[config.mk]
export PLATFORM = sky130hd
export DESIGN_NAME = arb8_rr_seg_flat
export DESIGN_NICKNAME = d
export VERILOG_FILES = /design/src/rtl/arb8_rr_seg_if.sv /design/src/rtl/arb8_rr_seg.sv /design/src/flat_wrapper.sv
export SDC_FILE = /design/constraint.sdc
export NUM_CORES = 1
export LEC_CHECK = 0
export ABC_AREA = 1
export CAP_MARGIN = 20
export CORE_MARGIN = 1.5
export CORE_UTILIZATION = 40
export DETAILED_ROUTE_END_ITERATION = 10
export SYNTH_ARGS = -nofsm -noshare
export SYNTH_HDL_FRONTEND = slang
export SYNTH_SLANG_ARGS = --single-unit
export TNS_END_PERCENT = 50
[constraint.sdc]
create_clock -name clk -period 2.9 [get_ports clk]
set_input_delay 0.58 -clock clk [delete_from_list [all_inputs] [get_ports clk]]
set_output_delay 0.58 -clock clk [all_outputs]
set_load 0.01 [all_outputs]
[src/rtl/arb8_rr_seg_if.sv]
// Request/grant bundle for the 8-way arbiter: requester-side inputs and the
// registered grant, owner index, status flags and seven-segment digit.
interface arb8_rr_seg_if;
  logic       en_i;
  logic [7:0] req_i;
  logic       release_i;
  logic [7:0] gnt_o;
  logic [2:0] gnt_id_o;
  logic       busy_o;
  logic       timeout_o;
  logic [6:0] seg_o;

  modport master (
    output en_i, req_i, release_i,
    input  gnt_o, gnt_id_o, busy_o, timeout_o, seg_o
  );

  modport slave (
    input  en_i, req_i, release_i,
    output gnt_o, gnt_id_o, busy_o, timeout_o, seg_o
  );
endinterface

[src/rtl/arb8_rr_seg.sv]
// 8-way arbiter with registered one-hot grant, optional hold timeout, a mandatory
// one-cycle gap between owners, and the owner index on an active-low 7-seg digit.
module arb8_rr_seg #(
  parameter bit          RR       = 1'b1,
  parameter int unsigned MAX_HOLD = 15
) (
  input logic          clk,
  input logic          clrn,
  arb8_rr_seg_if.slave bus
);

  localparam int HW = (MAX_HOLD == 32'd0) ? 1 : $clog2(MAX_HOLD + 32'd1);
  localparam logic [HW-1:0] HOLD_LAST = HW'((MAX_HOLD == 32'd0) ? 32'd0 : MAX_HOLD - 32'd1);
  localparam logic [HW-1:0] HOLD_SAT  = {HW{1'b1}};
  localparam logic [6:0]    SEG_DASH  = 7'b0111111;

  typedef enum logic [1:0] {
    IDLE  = 2'd0,
    GRANT = 2'd1,
    GAP   = 2'd2
  } state_t;

  state_t        state_q, state_d;
  logic [7:0]    gnt_q, gnt_d;
  logic [2:0]    gnt_id_q, gnt_id_d;
  logic          busy_q, busy_d;
  logic          timeout_q, timeout_d;
  logic [6:0]    seg_q, seg_d;
  logic [HW-1:0] hold_cnt_q, hold_cnt_d;
  logic [2:0]    last_id_q, last_id_d;

  logic [2:0]    win_id_s;
  logic          win_vld_s;

  function automatic logic [6:0] seg_digit(input logic [2:0] id);
    logic [6:0] s;
    case (id)
      3'd0:    s = 7'b1000000;
      3'd1:    s = 7'b1111001;
      3'd2:    s = 7'b0100100;
      3'd3:    s = 7'b0110000;
      3'd4:    s = 7'b0011001;
      3'd5:    s = 7'b0010010;
      3'd6:    s = 7'b0000010;
      3'd7:    s = 7'b1111000;
      default: s = SEG_DASH;
    endcase
    return s;
  endfunction

  // Winner selection: rotating scan starting after last_id, or highest index
  always_comb begin
    logic [2:0] idx;
    logic       hit;
    win_id_s  = 3'd0;
    win_vld_s = 1'b0;
    idx       = 3'd0;
    hit       = 1'b0;
    if (RR) begin
      for (int k = 1; k <= 8; k++) begin
        idx       = last_id_q + 3'(k);
        hit       = bus.req_i[idx] & ~win_vld_s;
        win_id_s  = hit ? idx : win_id_s;
        win_vld_s = win_vld_s | hit;
      end
    end else begin
      // Ascending scan: the last set bit seen is the highest index
      for (int i = 0; i < 8; i++) begin
        hit       = bus.req_i[i];
        win_id_s  = hit ? 3'(i) : win_id_s;
        win_vld_s = win_vld_s | hit;
      end
    end
  end

  // Next-state and next-output logic for IDLE / GRANT / GAP
  always_comb begin
    state_d    = state_q;
    gnt_d      = gnt_q;
    gnt_id_d   = gnt_id_q;
    busy_d     = busy_q;
    timeout_d  = 1'b0;
    seg_d      = seg_q;
    hold_cnt_d = hold_cnt_q;
    last_id_d  = last_id_q;

    case (state_q)
      IDLE: begin
        if (bus.en_i && win_vld_s) begin
          state_d    = GRANT;
          gnt_d      = 8'd1 << win_id_s;
          gnt_id_d   = win_id_s;
          busy_d     = 1'b1;
          seg_d      = seg_digit(win_id_s);
          hold_cnt_d = {HW{1'b0}};
          last_id_d  = win_id_s;
        end else begin
          gnt_d  = 8'd0;
          busy_d = 1'b0;
          seg_d  = SEG_DASH;
        end
      end

      GRANT: begin
        hold_cnt_d = (hold_cnt_q == HOLD_SAT) ? hold_cnt_q : hold_cnt_q + {{(HW-1){1'b0}}, 1'b1};
        // Exit causes are checked in priority order; only the hold limit pulses timeout
        if (!bus.en_i || bus.release_i || !bus.req_i[gnt_id_q]) begin
          state_d = GAP;
          gnt_d   = 8'd0;
          busy_d  = 1'b0;
          seg_d   = SEG_DASH;
        end else if ((MAX_HOLD != 32'd0) && (hold_cnt_q == HOLD_LAST)) begin
          state_d   = GAP;
          gnt_d     = 8'd0;
          busy_d    = 1'b0;
          seg_d     = SEG_DASH;
          timeout_d = 1'b1;
        end else begin
          state_d = GRANT;
        end
      end

      GAP: begin
        state_d    = IDLE;
        gnt_d      = 8'd0;
        busy_d     = 1'b0;
        seg_d      = SEG_DASH;
        hold_cnt_d = {HW{1'b0}};
      end

      default: begin
        state_d    = IDLE;
        gnt_d      = 8'd0;
        busy_d     = 1'b0;
        seg_d      = SEG_DASH;
        hold_cnt_d = {HW{1'b0}};
      end
    endcase
  end

  // State and output registers
  always_ff @(posedge clk or negedge clrn) begin
    if (!clrn) begin
      state_q    <= IDLE;
      gnt_q      <= 8'd0;
      gnt_id_q   <= 3'd0;
      busy_q     <= 1'b0;
      timeout_q  <= 1'b0;
      seg_q      <= SEG_DASH;
      hold_cnt_q <= {HW{1'b0}};
      last_id_q  <= 3'd7;
    end else begin
      state_q    <= state_d;
      gnt_q      <= gnt_d;
      gnt_id_q   <= gnt_id_d;
      busy_q     <= busy_d;
      timeout_q  <= timeout_d;
      seg_q      <= seg_d;
      hold_cnt_q <= hold_cnt_d;
      last_id_q  <= last_id_d;
    end
  end

  assign bus.gnt_o     = gnt_q;
  assign bus.gnt_id_o  = gnt_id_q;
  assign bus.busy_o    = busy_q;
  assign bus.timeout_o = timeout_q;
  assign bus.seg_o     = seg_q;

endmodule

[src/flat_wrapper.sv]
// flat-port wrapper written by rule: the top's interface ports become plain ports
module arb8_rr_seg_flat 
#(
  parameter bit          RR       = 1'b1,
  parameter int unsigned MAX_HOLD = 15
)
  (clk, clrn, bus_en_i, bus_req_i, bus_release_i, bus_gnt_o, bus_gnt_id_o, bus_busy_o, bus_timeout_o, bus_seg_o);
  arb8_rr_seg_if bus_i ();
  input logic clk;
  input logic clrn;
  input wire logic [$bits(bus_i.en_i)-1:0] bus_en_i;
  input wire logic [$bits(bus_i.req_i)-1:0] bus_req_i;
  input wire logic [$bits(bus_i.release_i)-1:0] bus_release_i;
  output wire logic [$bits(bus_i.gnt_o)-1:0] bus_gnt_o;
  output wire logic [$bits(bus_i.gnt_id_o)-1:0] bus_gnt_id_o;
  output wire logic [$bits(bus_i.busy_o)-1:0] bus_busy_o;
  output wire logic [$bits(bus_i.timeout_o)-1:0] bus_timeout_o;
  output wire logic [$bits(bus_i.seg_o)-1:0] bus_seg_o;
  assign bus_i.en_i = bus_en_i;
  assign bus_i.req_i = bus_req_i;
  assign bus_i.release_i = bus_release_i;
  assign bus_gnt_o = bus_i.gnt_o;
  assign bus_gnt_id_o = bus_i.gnt_id_o;
  assign bus_busy_o = bus_i.busy_o;
  assign bus_timeout_o = bus_i.timeout_o;
  assign bus_seg_o = bus_i.seg_o;
  arb8_rr_seg #(.RR(RR), .MAX_HOLD(MAX_HOLD)) u_core (.clk(clk), .clrn(clrn), .bus(bus_i));
endmodule
== Word-level counts from Yosys, hierarchy flattened ==
Memories as Yosys holds them, arrays and structs flattened.
Cells that the tools add are included.

* Register bits: 29
* Memory bits (read-only): 56
* Output and inout bits: 20
* Logic and storage cells: 110
* Memories: 1

{| class="wikitable"
|+ Memory list
! memory !! depth !! bits a word !! read ports !! clocked after memory_dff !! wr ports !! line !! RTL
|-
| (name not given) || 8 || 7 || 1 || 0 || 0 || arb8_rr_seg.sv:37 || <nowiki>case (id)</nowiki>
|}

* $add $sub $neg: 8
* Order comparisons: 9
* Eq/ne operators: 6
* Shift-type cells: 1
* Multiplexer cells: 48
* Bitwise operators: 21
* Reductions and logical operators: 8

{| class="wikitable"
|+ Operators by type and width
! cell !! count
|-
| $lt 3x4->1 const B || 9
|-
| $bmux 1 s3 || 9
|-
| $mux 3 || 8
|-
| $mux 8 || 3
|-
| $mux 7 || 3
|-
| $pmux 8 s2 || 1
|-
| $mux 1 || 15
|-
| $pmux 7 s2 || 1
|-
| $add 3x3->3 const B || 4
|-
| $eq 4x4->1 const B || 2
|-
| $mux 4 || 2
|-
| $pmux 4 s2 || 1
|-
| $shl 1x3->8 const A || 1
|-
| $and 1x1->1 || 7
|-
| $not 1->1 || 7
|-
| $or 1x1->1 || 7
|-
| $add 3x2->3 const B || 2
|-
| $mux 2 || 3
|-
| $add 4x1->4 const B || 1
|-
| $pmux 2 s2 || 1
|-
| $reduce_and 2->1 || 2
|-
| $add 3x1->3 const B || 1
|-
| $ne 3x1->1 const B || 1
|-
| $eq 2x1->1 const B || 1
|-
| other kinds (7) || 9
|}

== Depth between registers and ports, before layout ==
Gate-level depths: netlist of the first run.

* Word-level depth: 27
* Gate-level depth with buffers: 23
* Depth with buffers taken out: 22

== Worst setup path after synthesis of the first run ==
Ideal clock, no wire load.

* Path kind: register to register
* Start: reg u_core.last_id_q[1]
* End: reg u_core.seg_q[3], in the netlist u_core.bus.seg_o[3]
* Library setup time: 0.058 ns
* Arrival: 2.885 ns
* Data required time: 2.842 ns
* Slack: -0.043 ns
* Stages on the path, launching flop included: 22
* Period minus slack after synthesis: 2.943 ns
* Cell sequence: dfstp_2 buf_4 inv_2 ha_1 inv_2 nand3_2 nand3_2 nand2_4 nor2_8 nand4_4 nor2_4 nand2_1 inv_1 nand2_2 o21ai_4 inv_1 ha_1 inv_1 nand2_2 nand3_2 nand2_1 inv_1

* Cells in the longest elaborated chain, start to end: 27
* Elaborated cells between the ends (all ways): 56

{| class="wikitable"
|+ Ends and longest elaborated chain
! element !! line !! RTL
|-
| from (decl) || arb8_rr_seg.sv:30 || <nowiki>logic [2:0] last_id_q, last_id_d;</nowiki>
|-
| from (signal assigned) || arb8_rr_seg.sv:160 || <nowiki>last_id_q <= last_id_d;</nowiki>
|-
| $add 3x1->3 || arb8_rr_seg.sv:61 || <nowiki>idx = last_id_q + 3'(k);</nowiki>
|-
| $bmux 1 s3 || arb8_rr_seg.sv:62 || <nowiki>hit = bus.req_i[idx] & ~win_vld_s;</nowiki>
|-
| $mux 1 (implied by the code) || arb8_rr_seg.sv:62 ||
|-
| $not 1->1 || arb8_rr_seg.sv:62 ||
|-
| $and 1x1->1 || arb8_rr_seg.sv:62 ||
|-
| $or 1x1->1 || arb8_rr_seg.sv:64 || <nowiki>win_vld_s = win_vld_s | hit;</nowiki>
|-
| $not 1->1 || arb8_rr_seg.sv:62 ||
|-
| $and 1x1->1 || arb8_rr_seg.sv:62 ||
|-
| [... 12 more ...] || -- ||
|-
| $or 1x1->1 || arb8_rr_seg.sv:64 ||
|-
| $not 1->1 || arb8_rr_seg.sv:62 ||
|-
| $and 1x1->1 || arb8_rr_seg.sv:62 ||
|-
| $mux 3 * || arb8_rr_seg.sv:63 || <nowiki>win_id_s = hit ? idx : win_id_s;</nowiki>
|-
| named net u_core.win_id_s[0] || arb8_rr_seg.sv:32 || <nowiki>logic [2:0] win_id_s;</nowiki>
|-
| $mem_v2 8x7 * || -- ||
|-
| $mux 7 * || arb8_rr_seg.sv:89 || <nowiki>if (bus.en_i && win_vld_s) begin</nowiki>
|-
| $pmux 7 s2 * || arb8_rr_seg.sv:87 || <nowiki>case (state_q)</nowiki>
|-
| to (signal assigned) || arb8_rr_seg.sv:158 || <nowiki>seg_q <= seg_d;</nowiki>
|-
| to (decl) || arb8_rr_seg.sv:28 || <nowiki>logic [6:0] seg_q, seg_d;</nowiki>
|}

The timed path passes the listed nets; every way through them passes the cells marked *. The select of a mux whose other input is x is not followed.
A chain may end at the register's enable or synchronous reset.

== Final worst setup path of the first run ==
Ends and elaborated chain as after synthesis.

==> results of run 1 <==
[worst min-delay path, cell delays in order, from the launching register on]
cell and delay (ns):
dfrtp_1 0.34, nand2_1 0.05, nand2_1 0.05
[worst paths after layout]
kind / to / depth (start not counted) / slack, ns
max: u_core.bus.seg_o[3] / 18 / 0.13
min: u_core.bus.gnt_o[5] / 2 / 0.48
max reg2reg: u_core.bus.seg_o[3] / 18 / 0.13
min reg2reg: u_core.bus.gnt_o[5] / 2 / 0.48
max in group asynchronous: u_core.last_id_q[0] / 2 / 1.90
min in group asynchronous: u_core.bus.gnt_o[1] / 2 / 0.67
[synth_stat cells (all sizes together)]
library cell	count	area (um2)
xor2	3	33.8
a32o	1	10.0
ha	10	125
and2	1	8.76
xnor2	3	33.8
a21oi	5	32.5
o32ai	1	8.76
nand3	43	278
or2	5	31.3
nor2	30	146
inv	31	119
nor3	1	5.00
buf	5	48.8
dfrtp	20	500
nand2	107	444
nand4	3	33.8
a31oi	1	6.26
nand3b	2	15.0
o21ai	20	119
dfstp	9	236
clkbuf	1	3.75
[repair_timing]
action,4_1_cts,5_1_grt
resized for setup,0,35
buffers inserted,0,9
setup endpoints to repair,0,14
[flip-flops by register name, indices dropped and copies added, names as in the netlist]
name and cells:
u_core.bus.timeout_o 1, u_core.bus.gnt_o 8, u_core.bus.seg_o 7, u_core.last_id_q 3, u_core.hold_cnt_q 4, u_core.bus.gnt_id_o 3, u_core.state_q 2, u_core.bus.busy_o 1
[through the flow]
step | hold slack (ns) | util | TNS, ns
2_1_floorplan | 0.284 | - | 0
3_3_place_gp | 0.468 | 0.522 | -0.602
3_5_place_dp | 0.466 | 0.522 | -1.22
4_1_cts | 0.487 | 0.536 | 0
5_1_grt | 0.502 | 0.575 | -0.192
6_report | 0.479 | 0.575 | 0
[metal layers]
| metal | up-vias | wire (um) | GRT usage |
|---|---|---|---|
| li1 | 1106 | - | - |
| met1 | 979 | 2530 | 0.247 |
| met2 | 39 | 2630 | 0.311 |
| met3 | 9 | 169 | 0.0306 |
| met4 | 0 | 94 | 0.0709 |
| met5 | - | 0 | 0 |
[logic make-up (layout without fill, tap and decap cells)]
kind of cell	Yosys count	count (layout)
AND/OR/NAND/NOR	192	192
buffers and inverters	37	109
flip-flops	29	29
AO/OA/AOI/OAI	28	28
adder cells (fa/ha/maj)	10	10
XOR/XNOR	6	6
[cell type report]
| class | instances | area [um2] | area share |
|---|---|---|---|
| clock buffer | 8 | 80.1 | 0.0256 |
| inverter | 31 | 124 | 0.0396 |
| multi-input combinational | 236 | 1470 | 0.470 |
| sequential | 29 | 741 | 0.237 |
| tap | 72 | 90.1 | 0.0288 |
| timing repair buffer | 70 | 623 | 0.199 |
==> impl_results.md, run 1 <==
- Fillers: 521
- Syn nets: 324
- Clock Skew: 0.00546 ns
- GPL Wtd Cong: 0.859
- Area share of fa/ha/maj cells after synthesis: 0.0559
- Vias post-DR: 2133
- Vias in the first global route: 1979
- Detail Route Antenna Nets: 0
- Drt drc: 0
- Critical path's slowest cell: dfstp_2
- Worst r2r src: u_core.last_id_q[1]
- Slew Limit Fails: 0
- Largest net degree at the start of global routing: 30
- Layout Cells excl Fill: 446
- Share of layout cells above drive strength 1: 0.321
- Synth Cell Area: 0.00224 mm2
- Clk slew on worst S/H paths: 0.06 ns
- Num rows: 27
- Worst Slack Setup Final: 0.131 ns
- Max-Cap Viols: 0
- Syn Inst Count: 302
- Setup crit end kind: flip-flop
- Largest family of logic cells by synthesized area: simple AND/OR/NAND/NOR gates
- CORE AREA: 0.00544 mm2
- Worst path required time: 3.12 ns
- Min-delay src: u_core.bus.gnt_o[5]
- CTS Sinks: 29
- Critical Path Source: u_core.last_id_q[1]
- Routed WL: 5420 um
- Syn avg cell area: 7.42 um2
- Status: complete, no violations
- Cell family with most CP delay: simple AND/OR/NAND/NOR gates
- Synth unique cells: 38
- Initial DRC count: 100
- Root buffer cell: clkbuf_8
- Critical path type: reg -> reg
- Most used cell, CP: inv_2
- Post-Synth Simple-Gate Area: 0.430
- Final hold violation count: 0
- WP buf/inv: 5
- Commonest non-fill, non-tap cell in the layout: nand2_1
- Slew HR: 0.705
- Tightest Pin Transition: 0.438 ns
- Routed wire per std cell: 12.2 um
- Pre-CTS WS: -0.190 ns
- Dpl cell area: 0.00284 mm2
- Crit path launch type: flip-flop
- Die span in y: 77.8 um
- Layout area overhead: 39.6%
- Register area share after synthesis: 0.329
- Peak Freq: 361 MHz
- Critical Path, Cell by Cell: inv_2 -> ha_4 -> nand3_1 -> nand3_2 -> and2_4 -> nand4_4 -> nor2_4 -> nand2_2 -> inv_2 -> nand2_4 -> o21ai_4 -> inv_2 -> ha_4 -> inv_2 -> nand2_2 -> nand3_2 -> nand2_1 -> inv_1
- Clk_lat worst skew: 0.28 ns
- Multiplexer share of the synthesized area: 0
- Most frequent cells in the layout: 94 x nand2_1, 36 x buf_4, 31 x clkdlybuf4s50_1
- Vias per cell: 4.78
- Longest Clk Path Bufs: 2
- CTS H-tree depth: 2
- Final setup fails: 0
- ANT cells: 0
- Synth warn: 0
- Worst path arrival time: 2.99 ns
- Complex-gate fraction of the synthesized area: 0.0788
- Total GRT Usage: 0.189
- Die W: 77.8 um
- Min cycle time layout: 2.77 ns
- Max incr delay on CP: 0.56 ns
- IO Pins: 32
- Initial antenna violation count: 0
- Post-detail-place hpwl: 4090 um
- Pre-Repair DR Iteration Count: 4
- CTS buffer count: 5
- First-pass GRT wire length: 9110 um
- Final period util: 0.955
- Initial Util: 0.412
- Final instance area: 0.00313 mm2
- Die ar.: 0.00606 mm2
- Grt total ovfl: 0
- Nets: 395
- Placed cells: 429
- Worst Path Max Fanout: 6
- Register bit count reported by yosys: 29
- IO Port Bufs: 31
- Hold Crit Class: reg -> reg
- CTS tree: done
- Hold Buf Count CTS: 0
- Synth Area in XOR/XNOR: 0.0302
Power of run 1 is not shown: default switching activity piles up to over one toggle a cycle in this logic, so the estimate is an artifact.
==> run 2, diff against run 1 <==
- clock period: 2.9 -> 2.2 ns (I/O delays scaled with it)
==> run 2 against run 1 <==
The flow now finishes with violations (negative setup slack). Hold slack better by 0.011 ns. Sequential cell count stayed put. Fmax hardly changed. Critical path depth is 1 higher. Cell count is 4.5% higher. Routed wire length is 11% higher. Critical path type unchanged. Critical endpoint unchanged.
==> impl_results.md, run 2 (same netlist as run 1, synthesis figures left out) <==
- Layout Cells excl Fill: 466 (+4.5%)
- IO Pins: 32 (unchanged)
- Final period util: 1.26 (+0.304)
- ANT cells: 0 (unchanged)
- Die W: 77.8 um (unchanged)
- Worst path arrival time: 2.99 ns (about the same)
- Post-detail-place hpwl: 4320 um (+5.6%)
- Worst path depth: 19 (+1)
- FF-to-FF setup slack: -0.57 ns (-0.70 ns)
- Cell family with most CP delay: simple AND/OR/NAND/NOR gates
- Worst Path Max Fanout: 6 (unchanged)
- CTS buffer count: 5 (unchanged)
- Max incr delay on CP: 0.59 ns (+0.03 ns)
- Crit path launch type: flip-flop
- First-pass GRT wire length: 10200 um (+12%)
- Commonest non-fill, non-tap cell in the layout: nand2_1
- Uppermost routed layer: met4
- Critical path's slowest cell: dfstp_2
- Num rows: 27 (unchanged)
- Worst r2r src: u_core.last_id_q[1]
- Most frequent cells in the layout: 90 x nand2_1, 53 x buf_4, 31 x clkdlybuf4s50_1
- Die span in y: 77.8 um (unchanged)
- Clk slew on worst S/H paths: 0.07 ns (about the same)
- CTS Sinks: 29 (unchanged)
- Layout area overhead: 52.5%
- Vias per cell: 4.91 (+2.8%)
- Dpl cell area: 0.00298 mm2 (+5.1%)
- Hold Path Sink: u_core.bus.gnt_o[3]
- Min-delay src: u_core.bus.gnt_o[3]
- Grt total ovfl: 0 (unchanged)
- R2R depth: 19 (+1)
- Peak Freq: 361 MHz (about the same)
- Met2 WL: 3000 um (+14%)
- Clk_lat worst skew: 0.28 ns (about the same)
- Hold Crit Class: reg -> reg
- Tightest Pin Transition: 0.370 ns (-0.0679 ns)
- Nets: 415 (+5.1%)
- Detail Route Antenna Nets: 0 (unchanged)
- CTS H-tree depth: 2 (unchanged)
- Slew Limit Fails: 0 (unchanged)
- Routed WL: 6030 um (+11%)
- Setup crit end kind: flip-flop
- Final hold violation count: 0 (unchanged)
- Failing checks: negative setup slack
- RSZ-0062 raised after global routing: true
- Slew HR: 0.753 (+0.0484)
- Critical Path, Cell by Cell: inv_6 -> ha_4 -> inv_6 -> nand3_2 -> nand3_2 -> and2_4 -> nand4_4 -> nor2_4 -> nand2_2 -> inv_2 -> nand2_4 -> o21ai_4 -> inv_2 -> ha_4 -> inv_2 -> nand2_2 -> nand3_2 -> nand2_1 -> inv_1
- Vias post-DR: 2290 (+7.4%)
- Initial Util: 0.412 (unchanged)
- Worst path required time: 2.42 ns (-0.70 ns)
- Min cycle time layout: 2.77 ns (-0.0000250 ns)
- Drt drc: 0 (unchanged)
- Largest net degree at the start of global routing: 30 (unchanged)
- Hold Buf Count CTS: 0 (unchanged)
- Initial DRC count: 64 (-36%)
- Initial antenna violation count: 0 (unchanged)
- Vias in the first global route: 2218 (+12%)
- Root buffer cell: clkbuf_8
- Total GRT Usage: 0.214 (+0.0251)
- Fillers: 474 (-9.0%)
- Max-Cap Viols: 0 (unchanged)
- CTS tree: done
- Longest Clk Path Bufs: 2 (unchanged)
- Worst Slack Setup Final: -0.569 ns (-0.700 ns)
- Final setup fails: 27 (+27)
- Min Hold Slack: 0.489 ns (+0.0106 ns)
- Max reg flops: 8 (unchanged)
- CORE AREA: 0.00544 mm2 (unchanged)
- Reg2Reg Capture Point: u_core.bus.seg_o[3]
- Critical path type: reg -> reg
- Placed cells: 444 (+3.5%)
- Worst Hold Path Cells: 2 (unchanged)
- WP buf/inv: 6 (+1)
- Clock Skew: 0.00964 ns (+0.00418 ns)
- GPL Wtd Cong: 0.878 (+2.2%)
- Final instance area: 0.00341 mm2 (+9.2%)
- WL met1: 2760 um (+9.1%)
- Share of layout cells above drive strength 1: 0.388 (+0.0675)
- IO Port Bufs: 31 (unchanged)
- Pre-Repair DR Iteration Count: 6 (+2)
- WL met3: 190 um (+12%)
- Die ar.: 0.00606 mm2 (unchanged)
- Status: finished, violations left
- Routed wire per std cell: 12.9 um (+6.4%)
[run 2: worst min-delay path, delay by kind of cell, from the launching register on]
family / cells / cell delay (ns)
flip-flops: 1 / 0.35
AND/OR/NAND/NOR: 2 / 0.11
[run 2: cell type report]
class	instances	area, um2	area share
Clock buffer	7	96.3	0.0282
Clock inverter	1	5.00	0.00147
Inverter	31	131	0.0385
Multi-Input combinational cell	236	1570	0.460
Sequential cell	29	737	0.216
Tap cell	72	90.1	0.0264
Timing Repair Buffer	90	785	0.230
[run 2: worst max path at each step]
stage	from	end	slack (ns)
final	u_core.last_id_q[1]	u_core.bus.seg_o[3]	-0.57
after global routing	u_core.last_id_q[0]	u_core.bus.seg_o[3]	-0.72
after global placement	bus_req_i[3]	u_core.bus.seg_o[4]	-0.63
after CTS	u_core.last_id_q[0]	u_core.bus.seg_o[3]	-0.47
after floorplan	u_core.last_id_q[1]	u_core.bus.seg_o[3]	-0.52
after detailed placement	bus_req_i[5]	u_core.bus.seg_o[4]	-0.70
[run 2: repair_timing]
action                     CTS  global route
resized for setup           42             8
setup endpoints to repair   27            27
pin swaps                   22             6
buffers inserted            14             3
[run 2: per-layer routing]
layer | global-route usage | up-vias
met5 | 0 | -
met4 | 0.0673 | 0
met3 | 0.0306 | 8
met2 | 0.356 | 52
met1 | 0.285 | 1068
li1 | - | 1162
[run 2: through the flow]
step	TNS, ns	util	setup slack [ns]
detailed placement	-12.71	0.548	-0.705
CTS	-8.08	0.616	-0.467
global placement	-11.55	0.548	-0.630
global route	-14.22	0.628	-0.725
finish	-10.06	0.628	-0.569
floorplan	-6.75	-	-0.516
Power of run 2 is left out for the same reason.
